## src/rtl/br_pkg.sv

```systemverilog
// ---------------------------------------------------------------------------
// br_pkg
// Shared types for the branch functional unit.
//   OP_W        : width of the branch/jump opcode field
//   br_op_t     : opcode enum (BEQ, BNE, BLT, BGE, BLTU, BGEU, JAL, JALR)
//   br_result_t : resolved-branch record at the core's default widths
//                 (BR_XLEN / BR_TAG_W), for consumers in the default
//                 configuration. branch_resolve_unit builds an identically
//                 ordered record from its own XLEN/TAG_W parameters.
// ---------------------------------------------------------------------------
package br_pkg;

    localparam int OP_W     = 3;
    localparam int BR_XLEN  = 32;
    localparam int BR_TAG_W = 6;

    typedef enum logic [OP_W-1:0] {
        OP_BEQ  = 3'd0,
        OP_BNE  = 3'd1,
        OP_BLT  = 3'd2,
        OP_BGE  = 3'd3,
        OP_BLTU = 3'd4,
        OP_BGEU = 3'd5,
        OP_JAL  = 3'd6,
        OP_JALR = 3'd7
    } br_op_t;

    typedef struct packed {
        logic [BR_TAG_W-1:0] tag;
        logic                taken;
        logic                mispredict;
        logic                misaligned;
        logic [BR_XLEN-1:0]  redirect;
        logic [BR_XLEN-1:0]  link;
        logic                link_we;
    } br_result_t;

endpackage

```

## src/rtl/sync_fifo.sv

```systemverilog
// ---------------------------------------------------------------------------
// sync_fifo
// Small FIFO with a combinational head read, synchronous active-low reset
// and a synchronous flush. Storage is cleared on reset so the head reads 0.
// Ports:
//   clk, rst_n         : clock, synchronous active-low reset
//   flush              : drop all entries (priority over push and pop)
//   push, push_data    : write request and payload (ignored when full)
//   pop                : remove head (ignored when empty)
//   head_data          : payload at the head (valid when count != 0)
//   count              : number of stored entries, 0..DEPTH
// ---------------------------------------------------------------------------
module sync_fifo #(
    parameter int DEPTH = 2,
    parameter int WIDTH = 8,
    localparam int CNT_W = $clog2(DEPTH + 1),
    localparam int PTR_W = (DEPTH > 1) ? $clog2(DEPTH) : 1
) (
    input  logic             clk,
    input  logic             rst_n,
    input  logic             flush,
    input  logic             push,
    input  logic [WIDTH-1:0] push_data,
    input  logic             pop,
    output logic [WIDTH-1:0] head_data,
    output logic [CNT_W-1:0] count
);

    logic [WIDTH-1:0] mem_reg [DEPTH];
    logic [PTR_W-1:0] wr_ptr_reg, wr_ptr_next;
    logic [PTR_W-1:0] rd_ptr_reg, rd_ptr_next;
    logic [CNT_W-1:0] count_reg, count_next;
    logic             full, empty;
    logic             push_ok, pop_ok;
    logic [DEPTH-1:0] wr_en;

    function automatic logic [PTR_W-1:0] ptr_inc(input logic [PTR_W-1:0] p);
        return (p == PTR_W'(DEPTH - 1)) ? '0 : p + PTR_W'(1);
    endfunction

    assign full    = (count_reg == CNT_W'(DEPTH));
    assign empty   = (count_reg == '0);
    assign push_ok = push && !full && !flush;
    assign pop_ok  = pop && !empty && !flush;

    always_comb begin
        wr_ptr_next = wr_ptr_reg;
        rd_ptr_next = rd_ptr_reg;
        count_next  = count_reg;
        if (flush) begin
            wr_ptr_next = '0;
            rd_ptr_next = '0;
            count_next  = '0;
        end else begin
            if (push_ok) wr_ptr_next = ptr_inc(wr_ptr_reg);
            if (pop_ok)  rd_ptr_next = ptr_inc(rd_ptr_reg);
            case ({push_ok, pop_ok})
                2'b10:   count_next = count_reg + CNT_W'(1);
                2'b01:   count_next = count_reg - CNT_W'(1);
                default: count_next = count_reg;
            endcase
        end
    end

    always_ff @(posedge clk) begin
        if (!rst_n) begin
            wr_ptr_reg <= '0;
            rd_ptr_reg <= '0;
            count_reg  <= '0;
        end else begin
            wr_ptr_reg <= wr_ptr_next;
            rd_ptr_reg <= rd_ptr_next;
            count_reg  <= count_next;
        end
    end

    // One write strobe per entry, decoded from the write pointer.
    for (genvar gi = 0; gi < DEPTH; gi++) begin : g_wr_en
        assign wr_en[gi] = push_ok && (wr_ptr_reg == PTR_W'(gi));
    end

    always_ff @(posedge clk) begin
        if (!rst_n) begin
            for (int i = 0; i < DEPTH; i++) mem_reg[i] <= '0;
        end else begin
            for (int i = 0; i < DEPTH; i++) begin
                if (wr_en[i]) mem_reg[i] <= push_data;
            end
        end
    end

    // Head is read combinationally so a result is visible the cycle after
    // it is pushed into an empty queue.
    assign head_data = mem_reg[rd_ptr_reg];
    assign count     = count_reg;

endmodule

```

## src/rtl/branch_resolve_unit.sv

```systemverilog
// ---------------------------------------------------------------------------
// branch_resolve_unit
// Resolves RV32I conditional branches and JAL/JALR: direction, target,
// redirect address, link value and mispredict against the fetch prediction.
// Results are queued (sync_fifo) and drained with a valid/ready handshake.
// Ports:
//   clk, rst_n                    : clock, synchronous active-low reset
//   flush_i                       : kill queued results and same-cycle input
//   valid_i / ready_o             : issue handshake (ready_o = count < DEPTH)
//   op_i, pc_i, imm_i,
//   rs1_val_i, rs2_val_i          : operation and operands
//   pred_taken_i, pred_target_i   : fetch-stage prediction
//   rob_tag_i                     : ROB entry of the instruction
//   valid_o / ready_i             : result handshake toward writeback
//   rob_tag_o, actual_taken_o,
//   mispredict_o, misaligned_o,
//   redirect_addr_o, link_o,
//   link_we_o                     : head-of-queue result fields
// ---------------------------------------------------------------------------
module branch_resolve_unit
    import br_pkg::*;
#(
    parameter int XLEN  = 32,
    parameter int TAG_W = 6,
    parameter int DEPTH = 2
) (
    input  logic             clk,
    input  logic             rst_n,
    input  logic             flush_i,
    input  logic             valid_i,
    output logic             ready_o,
    input  logic [OP_W-1:0]  op_i,
    input  logic [XLEN-1:0]  pc_i,
    input  logic [XLEN-1:0]  imm_i,
    input  logic [XLEN-1:0]  rs1_val_i,
    input  logic [XLEN-1:0]  rs2_val_i,
    input  logic             pred_taken_i,
    input  logic [XLEN-1:0]  pred_target_i,
    input  logic [TAG_W-1:0] rob_tag_i,
    output logic             valid_o,
    input  logic             ready_i,
    output logic [TAG_W-1:0] rob_tag_o,
    output logic             actual_taken_o,
    output logic             mispredict_o,
    output logic             misaligned_o,
    output logic [XLEN-1:0]  redirect_addr_o,
    output logic [XLEN-1:0]  link_o,
    output logic             link_we_o
);

    localparam int CNT_W = $clog2(DEPTH + 1);

    // Same field order as br_result_t, sized by this instance's parameters.
    typedef struct packed {
        logic [TAG_W-1:0] tag;
        logic             taken;
        logic             mispredict;
        logic             misaligned;
        logic [XLEN-1:0]  redirect;
        logic [XLEN-1:0]  link;
        logic             link_we;
    } result_t;

    localparam int RES_W = $bits(result_t);

    br_op_t           op;
    logic [XLEN-1:0]  pc_plus4;
    logic [XLEN-1:0]  br_target;
    logic [XLEN-1:0]  jalr_sum;
    logic [XLEN-1:0]  target;
    logic             taken;
    logic             link_we;
    logic             accept;
    result_t          res;
    result_t          head;
    logic [RES_W-1:0] head_data;
    logic [CNT_W-1:0] count;

    assign op        = br_op_t'(op_i);
    assign pc_plus4  = pc_i + XLEN'(4);
    assign br_target = pc_i + imm_i;
    assign jalr_sum  = rs1_val_i + imm_i;

    always_comb begin
        taken   = 1'b0;
        link_we = 1'b0;
        target  = br_target;
        case (op)
            OP_BEQ:  taken = (rs1_val_i == rs2_val_i);
            OP_BNE:  taken = (rs1_val_i != rs2_val_i);
            OP_BLT:  taken = ($signed(rs1_val_i) <  $signed(rs2_val_i));
            OP_BGE:  taken = ($signed(rs1_val_i) >= $signed(rs2_val_i));
            OP_BLTU: taken = (rs1_val_i <  rs2_val_i);
            OP_BGEU: taken = (rs1_val_i >= rs2_val_i);
            OP_JAL: begin
                taken   = 1'b1;
                link_we = 1'b1;
            end
            OP_JALR: begin
                taken   = 1'b1;
                link_we = 1'b1;
                target  = {jalr_sum[XLEN-1:1], 1'b0};
            end
            default: begin
                taken   = 1'b0;
                link_we = 1'b0;
            end
        endcase
    end

    always_comb begin
        res.tag        = rob_tag_i;
        res.taken      = taken;
        // Target only matters for the mispredict when both sides say taken.
        res.mispredict = (taken != pred_taken_i) ||
                         (taken && pred_taken_i && (target != pred_target_i));
        res.misaligned = taken && (target[1:0] != 2'b00);
        res.redirect   = taken ? target : pc_plus4;
        res.link       = pc_plus4;
        res.link_we    = link_we;
    end

    assign ready_o = (count < CNT_W'(DEPTH));
    assign valid_o = (count != '0);
    assign accept  = valid_i && ready_o && !flush_i;

    sync_fifo #(
        .DEPTH (DEPTH),
        .WIDTH (RES_W)
    ) u_fifo (
        .clk       (clk),
        .rst_n     (rst_n),
        .flush     (flush_i),
        .push      (accept),
        .push_data (res),
        .pop       (valid_o && ready_i),
        .head_data (head_data),
        .count     (count)
    );

    assign head            = result_t'(head_data);
    assign rob_tag_o       = head.tag;
    assign actual_taken_o  = head.taken;
    assign mispredict_o    = head.mispredict;
    assign misaligned_o    = head.misaligned;
    assign redirect_addr_o = head.redirect;
    assign link_o          = head.link;
    assign link_we_o       = head.link_we;

endmodule

```

## config.mk

```make
export PLATFORM = sky130hd
export DESIGN_NAME = branch_resolve_unit
export DESIGN_NICKNAME = d
export VERILOG_FILES = /design/src/rtl/br_pkg.sv /design/src/rtl/sync_fifo.sv /design/src/rtl/branch_resolve_unit.sv
export SDC_FILE = /design/constraint.sdc
export NUM_CORES = 1
export LEC_CHECK = 0
export ABC_AREA = 1
export BUFFER_PORTS_ARGS = -buffer_cell sky130_fd_sc_hd__buf_2
export CELL_PAD_IN_SITES_DETAIL_PLACEMENT = 1
export CELL_PAD_IN_SITES_GLOBAL_PLACEMENT = 1
export CORE_ASPECT_RATIO = 1.5
export CORE_MARGIN = 2
export CORE_UTILIZATION = 45
export CTS_BUF_LIST = sky130_fd_sc_hd__clkbuf_8
export DETAILED_ROUTE_END_ITERATION = 8
export GPL_ROUTABILITY_DRIVEN = 0
export PLACE_DENSITY_LB_ADDON = 0.1
export SLEW_MARGIN = 10
export SYNTH_ARGS = -nofsm -noshare
export SYNTH_HDL_FRONTEND = slang
export SYNTH_SLANG_ARGS = --single-unit
```

## constraint.sdc

```tcl
create_clock -name clk -period 20.7 [get_ports clk]
set_input_delay 2.07 -clock clk [delete_from_list [all_inputs] [get_ports clk]]
set_output_delay 2.07 -clock clk [all_outputs]
set_load 0.005 [all_outputs]
```

==> results of run 1 <==
==> cell usage after synthesis (3+ instances only) <==
cell,number,share of area (%)
a21boi_0,4,0.21
a21oi_1,64,2.3
a21oi_2,28,1.7
and2_1,5,0.22
buf_2,5,0.18
buf_6,5,0.40
clkbuf_1,12,0.32
dfxtp_1,5,0.71
edfxtp_1,148,32
ha_1,96,8.5
inv_1,415,11
inv_2,4,0.11
mux2_2,74,5.9
nand2_1,647,17
nand2_2,3,0.13
nand3_1,147,5.2
nand3_2,6,0.43
nand3b_1,18,0.96
nand4_1,22,0.98
nor2_1,191,5.1
nor2_2,7,0.31
nor3_1,21,0.75
nor3_2,5,0.36
nor3b_1,3,0.16
nor4_1,10,0.44
o21ai_0,26,0.93
or2_2,3,0.13
xnor2_1,10,0.62
xor2_1,20,1.2
==> logic make-up (layout without fill, tap and decap cells) <==
logic type	after synthesis	count (layout)	share of synthesized area (%)
AO/OA/AOI/OAI	135	135	5.88
XOR/XNOR	30	30	1.87
adder cells (fa/ha/maj)	98	98	8.82
buffers and inverters	444	705	12.2
flip-flops	153	153	32.3
multiplexers	75	75	6.00
other	0	6	0
AND/OR/NAND/NOR	1095	1095	32.9
==> area by class of cell <==
type | instances | area (sq um) | area share [%]
Clock inverter | 15 | 151 | 0.939
Multi-Input combinational cell | 1433 | 7820 | 48.5
Sequential cell | 153 | 4550 | 28.2
Clock buffer | 17 | 234 | 1.45
Tap cell | 405 | 507 | 3.14
Timing Repair Buffer | 254 | 1280 | 7.94
Antenna cell | 6 | 15.0 | 0.0931
Inverter | 419 | 1570 | 9.75
==> placed cells by master (no fill, tap or decap), types with 5 or more instances in the layout <==
master	synthesis	layout
nand2_1	647	647
inv_1	415	416
buf_2	5	250
nor2_1	191	191
edfxtp_1	148	148
nand3_1	147	147
ha_1	96	96
mux2_2	74	74
a21oi_1	64	64
a21oi_2	28	28
o21ai_0	26	24
nand4_1	22	22
nor3_1	21	21
xor2_1	20	20
nand3b_1	18	18
clkbuf_8	1	17
nor4_1	10	10
xnor2_1	10	10
nor2_2	7	7
diode_2	0	6
nand3_2	6	6
nor3_2	5	5
and2_1	5	5
clkinvlp_4	0	5
==> where the power goes <==
part	internal, mW	leakage [nW]	total (mW)	switching [mW]
registers	0.363	1.59	0.370	0.00646
logic	0.104	6.97	0.302	0.198
clock network	0.107	0.186	0.220	0.114
==> critical path, stage by stage <==
cell and delay (ns):
buf_2 0.11, ha_1 0.35, nand2_1 0.10, nor2_2 0.12
nand3_2 0.12, nor3_2 0.38, nand2_1 0.29, nand2_1 0.24
nand2_1 0.17, nand3_1 0.11, nand2_1 0.07, nand3_2 0.16
nand3_2 0.88, a21oi_1 0.53
==> per-stage QoR <==
stage	util, %	hold slack [ns]	instances	setup WS (ns)	total power [mW]
3_3_place_gp	50.8	0.449	2664	14.98	0.661
3_5_place_dp	50.8	0.484	2664	14.81	0.675
4_1_cts	52.1	0.496	2696	15.33	0.894
6_report	52.1	0.486	2702	15.22	0.891
5_1_grt	52.1	0.518	2702	15.17	0.943
2_1_floorplan	-	0.447	2030	12.60	0.569
==> per-layer routing <==
metal,vias to the layer above,routed length [microns]
met1,6869,19100
met3,140,1660
met2,405,27100
li1,6950,-
met4,0,3170
met5,-,0
==> how the worst max path moves through the flow <==
stage / from / end / slack [ns]
final: rs1_val_i[31] / u_fifo.mem_reg[1][35] / 15.22
after global routing: rs1_val_i[31] / u_fifo.mem_reg[0][35] / 15.17
after CTS: rs1_val_i[31] / u_fifo.mem_reg[0][35] / 15.33
after detailed placement: rs1_val_i[31] / u_fifo.mem_reg[0][35] / 14.81
after global placement: rs1_val_i[31] / u_fifo.mem_reg[0][36] / 14.98
after floorplan: flush_i / u_fifo.mem_reg[0][0] / 12.60
==> summary.md, run 1 <==
| Metric | Value |
|---|---|
| Fmax | 0.183 GHz |
| Worst-Margin Slew | 1.19 ns |
| GRT busiest layer | met2 |
| Reg2Reg Depth | 5 |
| Grt met3 use | 2.37% |
| Type of the most critical hold path | flop to flop |
| CP Capture Type | flop |
| Setup_tns | 0 ns |
| Fin. max-slew vios | 0 |
| Setup crit start kind | input pin |
| Critical R2R Launch | u_fifo.count[1] |
| Worst Hold Path Cells | 2 |
| Num CTS Buffers | 17 |
| Share of layout cells above drive strength 1 | 18.4% |
| Endpoints failing hold | 0 |
| Reg2Reg Setup Slack | 17.25 ns |
| Worst Path Arrival | 5.73 ns |
| Core Area | 0.0309 sq mm |
| Met2 Resource Use GR | 59.7% |
| Max VDD drop | 0.0000349 V |
| EDFF count, synth | 148 |
| DR vias | 14364 |
| Root Buffer | clkbuf_8 |
| Status | finished clean |
| Slew headroom | 20.6% |
| Fillers | 4190 |
| Layout overhead on the synthesized area | 14.7% |
| Die Y | 221 microns |
| Clock Latency Late Sink | 0.46 ns |
| Max-cap viol count | 0 |
| Initial antenna violation count | 6 |
| Post-Route WL | 51000 microns |
| Syn nets | 2303 |
| # port buffers | 250 |
| Post-cts sizing count | 0 |
| Min-Delay Endpoint | u_fifo.rd_ptr_reg |
| ANT nets after route | 0 |
| Fin area | 0.0161 sq mm |
| Final period util | 26.5% |
| Reg clk slew, reported paths | 0.08 ns |
| WL/cell | 18.9 microns |
| Final Critical Period | 5.48 ns |
| Number of synthesis warnings | 0 |
| Syn_area_per_cell | 6.93 sq um |
| First drt pass iteration count | 5 |
| Clk_skew | 0.00921 ns |
| Syn Inst Count | 2030 |
| Netlist cell types | 50 |
| Hold_sp | u_fifo.rd_ptr_reg |
| Worst reg2reg endpoint | u_fifo.mem_reg[1][35] |
| Yosys reg bits | 153 |
| RSZ-0062 raised after global routing | false |
| GRT Resource Usage Total | 31.1% |
| Initial detailed-routing violation count | 642 |
| Final setup fails | 0 |
| Longest Clk Path Bufs | 2 |
| Dpl hpwl | 43300 microns |
| Vias in the first global route | 15024 |
| Asr flop ratio synth | 0% |
| P per Cell Area | 55.3 mW/mm^2 |
| Crit path max fanout | 34 |
| Met1 track demand over resource | 33.0% |
| Gr ovfl total | 0 |
| Largest net degree at the start of global routing | 75 |
| Die area | 0.0327 sq mm |
| Global-route wire length before repair | 78200 microns |
| Setup Buffers After CTS | 0 |
| Top FF cell, synth | edfxtp_1 |
| Via/cell ratio | 5.32 |
| Critical Setup Path Class | input pin to flop |
| I/O pin count | 251 |
| Hold-fix buffers, CTS | 0 |
| CTS tree | done |
| Max reg flops | 148 |
| Clock tree sinks | 153 |
| Seq/Total Area, Yosys | 32.3% |
| DRC | 0 |
| Cell Rows | 79 |
| Crit path required time | 20.96 ns |
| H-tree depth | 4 |
| DP Area | 0.0157 sq mm |
| Post-synthesis cell area | 0.0141 sq mm |
| Chip width | 148 microns |
| Leakage power | 8.74 nW |
| Nets | 2551 |
| Starting density of the core | 45.5% |
(Power assumes the default switching activity.)
==> run 2: changes to the inputs <==
Settings changed: ABC_AREA 1 to 0, CORE_UTILIZATION 45 to 44.
Clock period 20.7 ns to 5.6 ns, I/O delays scaled along.
==> run 2 against run 1 <==
  * Sequential share of layout area rose by 4.3 points
  * Clock power rose to 3.6 times the previous value
  * Combinational power rose to 3.5 times the previous value
  * Synthesized area fell by 15%
  * Power rose to 3.6 times the previous value
  * Clock-buffer cell count rose by 8
  * First-iteration DRC count fell by 36%
  * Hold slack got worse by 0.074 ns
  * Critical endpoint is now u_fifo.mem_reg[0][66]
  * Largest power group unchanged
  * Highest routed layer is now met5
==> summary.md, run 2 <==
| Metric | Value |
|---|---|
| Synth top area share | 37.2% (was 31.6%) |
| Share of layout cells above drive strength 1 | 26.7% (was 18.4%) |
| Starting density of the core | 45.0% (was 45.5%) |
| Gr ovfl total | 0 (unchanged) |
| Die area | 0.0285 sq mm (was 0.0327 sq mm) |
| Reg clk slew, reported paths | 0.07 ns (was 0.08 ns) |
| # port buffers | 250 (unchanged) |
| Fin area | 0.0140 sq mm (was 0.0161 sq mm) |
| Fin. max-slew vios | 0 (unchanged) |
| CP Capture Type | flop (unchanged) |
| Max-cap viol count | 0 (unchanged) |
| Fmax | 0.189 GHz |
| Nets | 1730 (was 2551) |
| Seq/Total Area, Yosys | 38.0% (was 32.3%) |
| Global-route wire length before repair | 58900 microns (was 78200 microns) |
| Leakage power | 6.15 nW (was 8.74 nW) |
| Fillers | 3139 (was 4190) |
| Root Buffer | clkbuf_8 (unchanged) |
| Longest Clk Path Bufs | 3 (was 2) |
| Worst-Margin Slew | 1.02 ns (was 1.19 ns) |
| Clock group share of total power | 24.7% (about the same) |
| Cell Rows | 73 (was 79) |
| Critical Setup Path Class | input pin to flop (unchanged) |
| Status | finished clean (unchanged) |
| Register area | 0.00455 sq mm (unchanged) |
| Part of the power in combinational logic | 32.8% (was 33.8%) |
| Switch share | 32.2% (was 35.7%) |
| DR vias | 10462 (was 14364) |
| Asr flop ratio synth | 0% (unchanged) |
| Final Critical Period | 5.30 ns |
| Final setup fails | 0 (unchanged) |
| Syn nets | 1481 (was 2303) |
| Largest net degree at the start of global routing | 62 (was 75) |
| WL/cell | 21.2 microns (was 18.9 microns) |
| CP max stage delay | 0.47 ns (was 0.88 ns) |
| ANT nets after route | 0 (unchanged) |
| Post-Route WL | 38200 microns (was 51000 microns) |
| Crit path max fanout | 2 (was 34) |
| Worst Path Arrival | 5.52 ns (was 5.73 ns) |
| DP Area | 0.0136 sq mm (was 0.0157 sq mm) |
| First drt pass iteration count | 5 (unchanged) |
| Vias in the first global route | 11018 (was 15024) |
| Area contributors post-synth | edfxtp_1 37%, ha_1 10%, mux2_2 7.2%, xor2_1 4.3%, a21oi_1 4.3% (was edfxtp_1 32%, nand2_1 17%, inv_1 11%, ha_1 8.5%, mux2_2 5.9%) |
| H-tree depth | 4 (unchanged) |
| CP Cell Sequence | buf_2 > ha_1 > a21o_1 > a21o_1 > a211oi_1 > o21ai_1 > a2111o_1 > a211oi_2 > a21oi_1 > or3_1 > a311oi_4 > a31oi_4 > ha_1 > a211oi_1 > o211ai_1 > a21oi_1 > o211ai_1 > a2111oi_2 > nand4b_1 > nor4_1 > nand4_1 > nor4_1 > a31oi_1 (was buf_2 > ha_1 > nand2_1 > nor2_2 > nand3_2 > nor3_2 > nand2_1 > nand2_1 > nand2_1 > nand3_1 > nand2_1 > nand3_2 > nand3_2 > a21oi_1) |
| Setup crit start kind | input pin (unchanged) |
| Number of synthesis warnings | 0 (unchanged) |
| Max VDD drop | 0.000160 V (was 0.0000349 V) |
| P_sw | 1.03 mW (was 0.318 mW) |
| DRC | 0 (unchanged) |
| Type of the most critical hold path | input pin to flop (was flop to flop) |
| Core Area | 0.0266 sq mm (was 0.0309 sq mm) |
| Post-synthesis cell area | 0.0120 sq mm (was 0.0141 sq mm) |
| Most frequent cell after synthesis | edfxtp_1 (was nand2_1) |
| Power Total | 3.21 mW (was 0.891 mW) |
| Layout overhead on the synthesized area | 17.1% (was 14.7%) |
| Largest area contributor in the netlist | edfxtp_1 (unchanged) |
| Power Internal | 2.18 mW (was 0.573 mW) |
| Yosys reg bits | 153 (unchanged) |
| Hold_ws | 0.412 ns (was 0.486 ns) |
| Initial detailed-routing violation count | 409 (was 642) |
| Syn Inst Count | 1208 (was 2030) |
| P per Cell Area | 229 mW/mm^2 (was 55.3 mW/mm^2) |
| CP max stage cell | a2111o_1 (was nand3_2) |
| Clock tree sinks | 153 (unchanged) |
| Dpl hpwl | 31300 microns (was 43300 microns) |
| Syn_area_per_cell | 9.90 sq um (was 6.93 sq um) |
| GRT Resource Usage Total | 26.4% (was 31.1%) |
| Initial antenna violation count | 6 (unchanged) |
| Via/cell ratio | 5.80 (was 5.32) |
| Commonest non-fill, non-tap cell in the layout | buf_2 (was nand2_1) |
| Slew headroom | 31.3% (was 20.6%) |
| I/O pin count | 251 (unchanged) |
| CTS tree | done (unchanged) |
| Top FF cell, synth | edfxtp_1 (unchanged) |
| Sequential Power Share | 42.6% (was 41.5%) |
| Final period util | 94.7% |
| Die Y | 206 microns (was 221 microns) |
| EDFF count, synth | 148 (unchanged) |
| Chip width | 139 microns (was 148 microns) |
| Endpoints failing hold | 0 (unchanged) |
| Top cells by count, synth | 148 x edfxtp_1, 103 x a21oi_1, 96 x ha_1 (was 647 x nand2_1, 415 x inv_1, 191 x nor2_1) |
| Clk_skew | 0.00931 ns (was 0.00921 ns) |
| Num CTS Buffers | 25 (was 17) |
| RSZ-0062 raised after global routing | false (unchanged) |
| Buffers and inverters on the worst path | 1 (unchanged) |
| Worst path top cell family by delay | compound AO/OA/AOI/OAI gates (was simple AND/OR/NAND/NOR gates) |
| Most frequent cells in the layout | 250 x buf_2, 148 x edfxtp_1, 103 x a21oi_1 (was 647 x nand2_1, 416 x inv_1, 250 x buf_2) |
| Netlist cell types | 75 (was 50) |
| Max reg flops | 148 (unchanged) |
| Clock Latency Late Sink | 0.48 ns (was 0.46 ns) |
| Area of the multi-input gates | 0.00709 sq mm (was 0.00782 sq mm) |
| Crit path required time | 5.82 ns (was 20.96 ns) |
## run 2: cell count changes in the layout (fill, tap and decap cells not counted), sizes merged, moves of 15 or more
cell,before,now
nand2,650,85
nor2,199,95
mux2i,1,16
nand3,153,33
and3,2,25
inv,422,54
xor2,20,59
xnor2,10,57
a21o,2,29
nand3b,18,3
o21ai,29,58
## run 2: layer usage
| layer | track usage [%] | vias up | share of wire [%] |
|---|---|---|---|
| li1 | - | 5002 | - |
| met1 | 31.5 | 5101 | 42 |
| met2 | 48.3 | 282 | 51 |
| met3 | 2.69 | 75 | 3.0 |
| met4 | 11.3 | 2 | 3.8 |
| met5 | 0 | - | 0.034 |
## run 2: final timing paths
| path | startpoint | endpoint | slack [ns] | cells past startpoint |
|---|---|---|---|---|
| min | rob_tag_i[5] | u_fifo.mem_reg[0][73] | 0.41 | 2 |
| min reg2reg | u_fifo.rd_ptr_reg | u_fifo.rd_ptr_reg | 0.51 | 2 |
| max reg2reg | u_fifo.count[1] | u_fifo.mem_reg[1][61] | 2.95 | 5 |
| max | rs1_val_i[25] | u_fifo.mem_reg[0][66] | 0.30 | 23 |
## run 2: stage by stage
| stage | utilization (%) | TNS [ns] | std cells | setup WS, ns |
|---|---|---|---|---|
| floorplan | - | 0 | 1208 | 0.283 |
| global placement | 51.2 | -0.00923 | 1767 | -0.00462 |
| detailed placement | 51.2 | -0.585 | 1767 | -0.293 |
| CTS | 52.6 | 0 | 1798 | 0.224 |
| global route | 52.7 | 0 | 1803 | 0.0388 |
| finish | 52.7 | 0 | 1803 | 0.297 |
## run 2: kinds of logic after synthesis
family          count (synthesis)  synth area share, %
simple gates                  346                 14.2
compound gates                303                 16.3
flops                         153                 38.0
xor+xnor                      121                 9.46
fa+ha+maj                      98                 10.4
buf+inv                        95                 3.15
mux                            92                 8.49
## run 2: final cells by class
cell class / instances / share of cell area (%)
multi-input cells: 960 / 50.6
flip-flops and latches: 153 / 32.5
repair buffers: 266 / 9.79
well taps: 337 / 3.01
clock buffers: 25 / 2.46
inverters: 51 / 1.37
clock inverters: 6 / 0.179
diodes: 5 / 0.0894
## run 2: repair_timing
item,CTS,global route
hold buffers,0,0
gates resized for setup,0,3
setup buffers,0,0
setup endpoints to repair,0,2
hold endpoints to repair,0,0
## run 2: power groups by stage
| stage | clock (mW) | sequential (mW) | combinational, mW |
|---|---|---|---|
| final | 0.792 | 1.37 | 1.05 |
| after floorplan | 0 | 1.39 | 0.662 |
| after global routing | 0.851 | 1.37 | 1.15 |
| after detailed placement | 0 | 1.39 | 1.04 |
| after CTS | 0.809 | 1.37 | 1.04 |
| after global placement | 0 | 1.38 | 1.02 |
==> run 3: changes to the inputs <==
Settings changed: BUFFER_PORTS_ARGS -buffer_cell sky130_fd_sc_hd__buf_2 to default, CORE_UTILIZATION 44 to 51, DONT_BUFFER_PORTS from default to 1.
==> run 3 against run 2 <==
  * Via count is 9.2% lower
  * Fmax is 0.33% higher
  * Sequential power hardly changed
  * Combinational power is 14% lower
  * Final area is 9.1% lower
  * Largest cell class unchanged
==> summary.md, run 3 (synthesis results as in run 2) <==
| Metric | Value |
|---|---|
| Max VDD drop | 0.000155 V (was 0.000160 V) |
| Global-route wire length before repair | 53900 microns (was 58900 microns) |
| Placed insts | 1493 (was 1767) |
| Layout overhead on the synthesized area | 6.44% (was 17.1%) |
| ANT nets after route | 0 (unchanged) |
| DRC | 0 (unchanged) |
| Critical Setup Path Class | input pin to flop (unchanged) |
| DP Area | 0.0123 sq mm (was 0.0136 sq mm) |
| Fin. max-slew vios | 0 (unchanged) |
| Reg clk slew, reported paths | 0.09 ns (was 0.07 ns) |
| Via/cell ratio | 6.22 (was 5.80) |
| Clock tree sinks | 153 (unchanged) |
| CTS tree | done (unchanged) |
| RSZ-0062 raised after global routing | false (unchanged) |
| Vias in the first global route | 9909 (was 11018) |
| Fillers | 2601 (was 3139) |
| ANT cells | 0 (was 5) |
| Longest Clk Path Bufs | 3 (unchanged) |
| Status | finished clean (unchanged) |
| First drt pass iteration count | 5 (unchanged) |
| Crit path max fanout | 2 (unchanged) |
| Clk_skew | 0.0230 ns (was 0.00931 ns) |
| Min-Delay Endpoint | u_fifo.mem_reg[1][3] (was u_fifo.mem_reg[0][73]) |
| Clock group share of total power | 25.9% (was 24.7%) |
| Setup crit start kind | input pin (unchanged) |
| Initial antenna violation count | 0 (was 6) |
| Largest net degree at the start of global routing | 45 (was 62) |
| Clock Latency Late Sink | 0.47 ns (was 0.48 ns) |
| Reg2Reg Setup Slack | 2.76 ns (was 2.95 ns) |
| Commonest non-fill, non-tap cell in the layout | edfxtp_1 (was buf_2) |
| Post-Route WL | 35800 microns (was 38200 microns) |
| Gr ovfl total | 0 (unchanged) |
| Crit path required time | 5.79 ns (was 5.82 ns) |
| Fmax | 0.189 GHz (about the same) |
| GRT Resource Usage Total | 28.5% (was 26.4%) |
| Final period util | 94.4% (was 94.7%) |
| Power Internal | 2.12 mW (was 2.18 mW) |
| CP Capture Type | flop (unchanged) |
| H-tree depth | 4 (unchanged) |
| Layout Cells excl Fill | 1527 (was 1803) |
| Type of the most critical hold path | input pin to flop (unchanged) |
| Max-cap viol count | 0 (unchanged) |
| Worst Path Arrival | 5.48 ns (was 5.52 ns) |
| # port buffers | 0 (was 250) |
| I/O pin count | 251 (unchanged) |
| Hold_sp | pc_i[2] (was rob_tag_i[5]) |
| Critical R2R Launch | u_fifo.count[1] (unchanged) |
| Cell Rows | 68 (was 73) |
| Final Critical Period | 5.29 ns (was 5.30 ns) |
| Chip width | 129 microns (was 139 microns) |
| Nets | 1479 (was 1730) |
| Final WS setup | 0.315 ns (was 0.297 ns) |
| Num CTS Buffers | 25 (unchanged) |
| Sequential Power Share | 44.6% (was 42.6%) |
| WL/cell | 23.5 microns (was 21.2 microns) |
| Leakage power | 5.12 nW (was 6.15 nW) |
| DR vias | 9502 (was 10462) |
| Endpoints failing hold | 0 (unchanged) |
| Share of layout cells above drive strength 1 | 11.7% (was 26.7%) |
| P_sw | 0.943 mW (was 1.03 mW) |
| Slew headroom | 19.7% (was 31.3%) |
| Final setup fails | 0 (unchanged) |
| Hold-fix buffers, CTS | 0 (unchanged) |
| Switch share | 30.7% (was 32.2%) |
| Hold_ws | 0.284 ns (was 0.412 ns) |
| Die Y | 192 microns (was 206 microns) |
| Initial detailed-routing violation count | 479 (was 409) |
| Dpl hpwl | 29300 microns (was 31300 microns) |
| Max reg flops | 148 (unchanged) |
| Worst-Margin Slew | 1.20 ns (was 1.02 ns) |
| P per Cell Area | 241 mW/mm^2 (was 229 mW/mm^2) |
| Reg2Reg Depth | 5 (unchanged) |
| Core Area | 0.0231 sq mm (was 0.0266 sq mm) |
| Fin area | 0.0127 sq mm (was 0.0140 sq mm) |
| Post-Place Setup Slack | -0.325 ns (was -0.293 ns) |
| Part of the power in combinational logic | 29.5% (was 32.8%) |
| Worst Hold Path Cells | 1 (was 2) |
| Root Buffer | clkbuf_8 (unchanged) |
| Most frequent cells in the layout | 148 x edfxtp_1, 103 x a21oi_1, 96 x ha_1 (was 250 x buf_2, 148 x edfxtp_1, 103 x a21oi_1) |
| Worst reg2reg endpoint | u_fifo.mem_reg[0][1] (was u_fifo.mem_reg[1][61]) |
| Die area | 0.0247 sq mm (was 0.0285 sq mm) |
| Starting density of the core | 51.9% (was 45.0%) |
==> run 3: what timing repair did <==
action,in CTS,in global routing
buffers inserted,0,1
gates resized for setup,0,5
endpoints found under the setup margin,0,2
==> run 3: layout make-up <==
| class | count | area, sq um | share of cell area [%] |
|---|---|---|---|
| inverter | 51 | 191 | 1.50 |
| clock buffer | 26 | 358 | 2.81 |
| tap | 315 | 394 | 3.10 |
| clock inverter | 7 | 28.8 | 0.226 |
| sequential | 153 | 4550 | 35.7 |
| timing repair buffer | 15 | 113 | 0.885 |
| multi-input combinational | 960 | 7100 | 55.8 |
==> run 3: worst max path at each step <==
stage / from / to / slack [ns] / depth (start not counted)
5_1_grt: rs2_val_i[25] / u_fifo.mem_reg[0][66] / 0.02 / 25
6_report: rs2_val_i[25] / u_fifo.mem_reg[1][66] / 0.31 / 25
3_5_place_dp: rs2_val_i[25] / u_fifo.mem_reg[1][66] / -0.33 / 25
4_1_cts: rs2_val_i[25] / u_fifo.mem_reg[0][66] / 0.15 / 25
2_1_floorplan: rs2_val_i[25] / u_fifo.mem_reg[0][66] / 0.28 / 25
3_3_place_gp: rs2_val_i[25] / u_fifo.mem_reg[0][66] / -0.02 / 24
==> run 3: metrics by stage <==
stage / setup TNS [ns] / util (%) / total power, mW
detailed placement: -0.650 / 53.4 / 2.28
global route: 0 / 55.2 / 3.22
global placement: -0.0483 / 53.4 / 2.26
finish: 0 / 55.2 / 3.07
floorplan: 0 / - / 2.05
CTS: 0 / 55.1 / 3.08
==> run 3: metal layers <==
| metal | global-route usage (%) | share of wire [%] | up-vias |
|---|---|---|---|
| li1 | - | - | 4487 |
| met5 | 0 | 0 | - |
| met4 | 11.0 | 4.0 | 0 |
| met2 | 51.5 | 51 | 267 |
| met3 | 3.92 | 4.6 | 66 |
| met1 | 33.9 | 40 | 4682 |
==> run 3: power by group through the flow <==
stage / Clock [mW] / Sequential [mW] / Combinational [mW]
2_1_floorplan: 0 / 1.39 / 0.662
3_3_place_gp: 0 / 1.38 / 0.874
3_5_place_dp: 0 / 1.39 / 0.890
4_1_cts: 0.812 / 1.37 / 0.897
5_1_grt: 0.849 / 1.38 / 0.993
6_report: 0.796 / 1.37 / 0.904
==> run 3: worst max-delay path, stage by stage <==
cell	delay, ns
inv_1	0.03
ha_1	0.29
a21o_1	0.17
a21o_1	0.17
a211oi_1	0.24
o21ai_1	0.15
a2111o_1	0.46
a211oi_2	0.22
a21oi_1	0.16
buf_4	0.18
mux2i_1	0.23
mux2i_2	0.32
a31oi_4	0.12
ha_1	0.30
a211oi_1	0.18
o211ai_1	0.13
a21oi_1	0.15
o211ai_1	0.12
a2111oi_2	0.36
buf_4	0.18
nand4b_1	0.11
nor4_2	0.21
nand4_1	0.12
nor4_1	0.18
a31oi_1	0.14
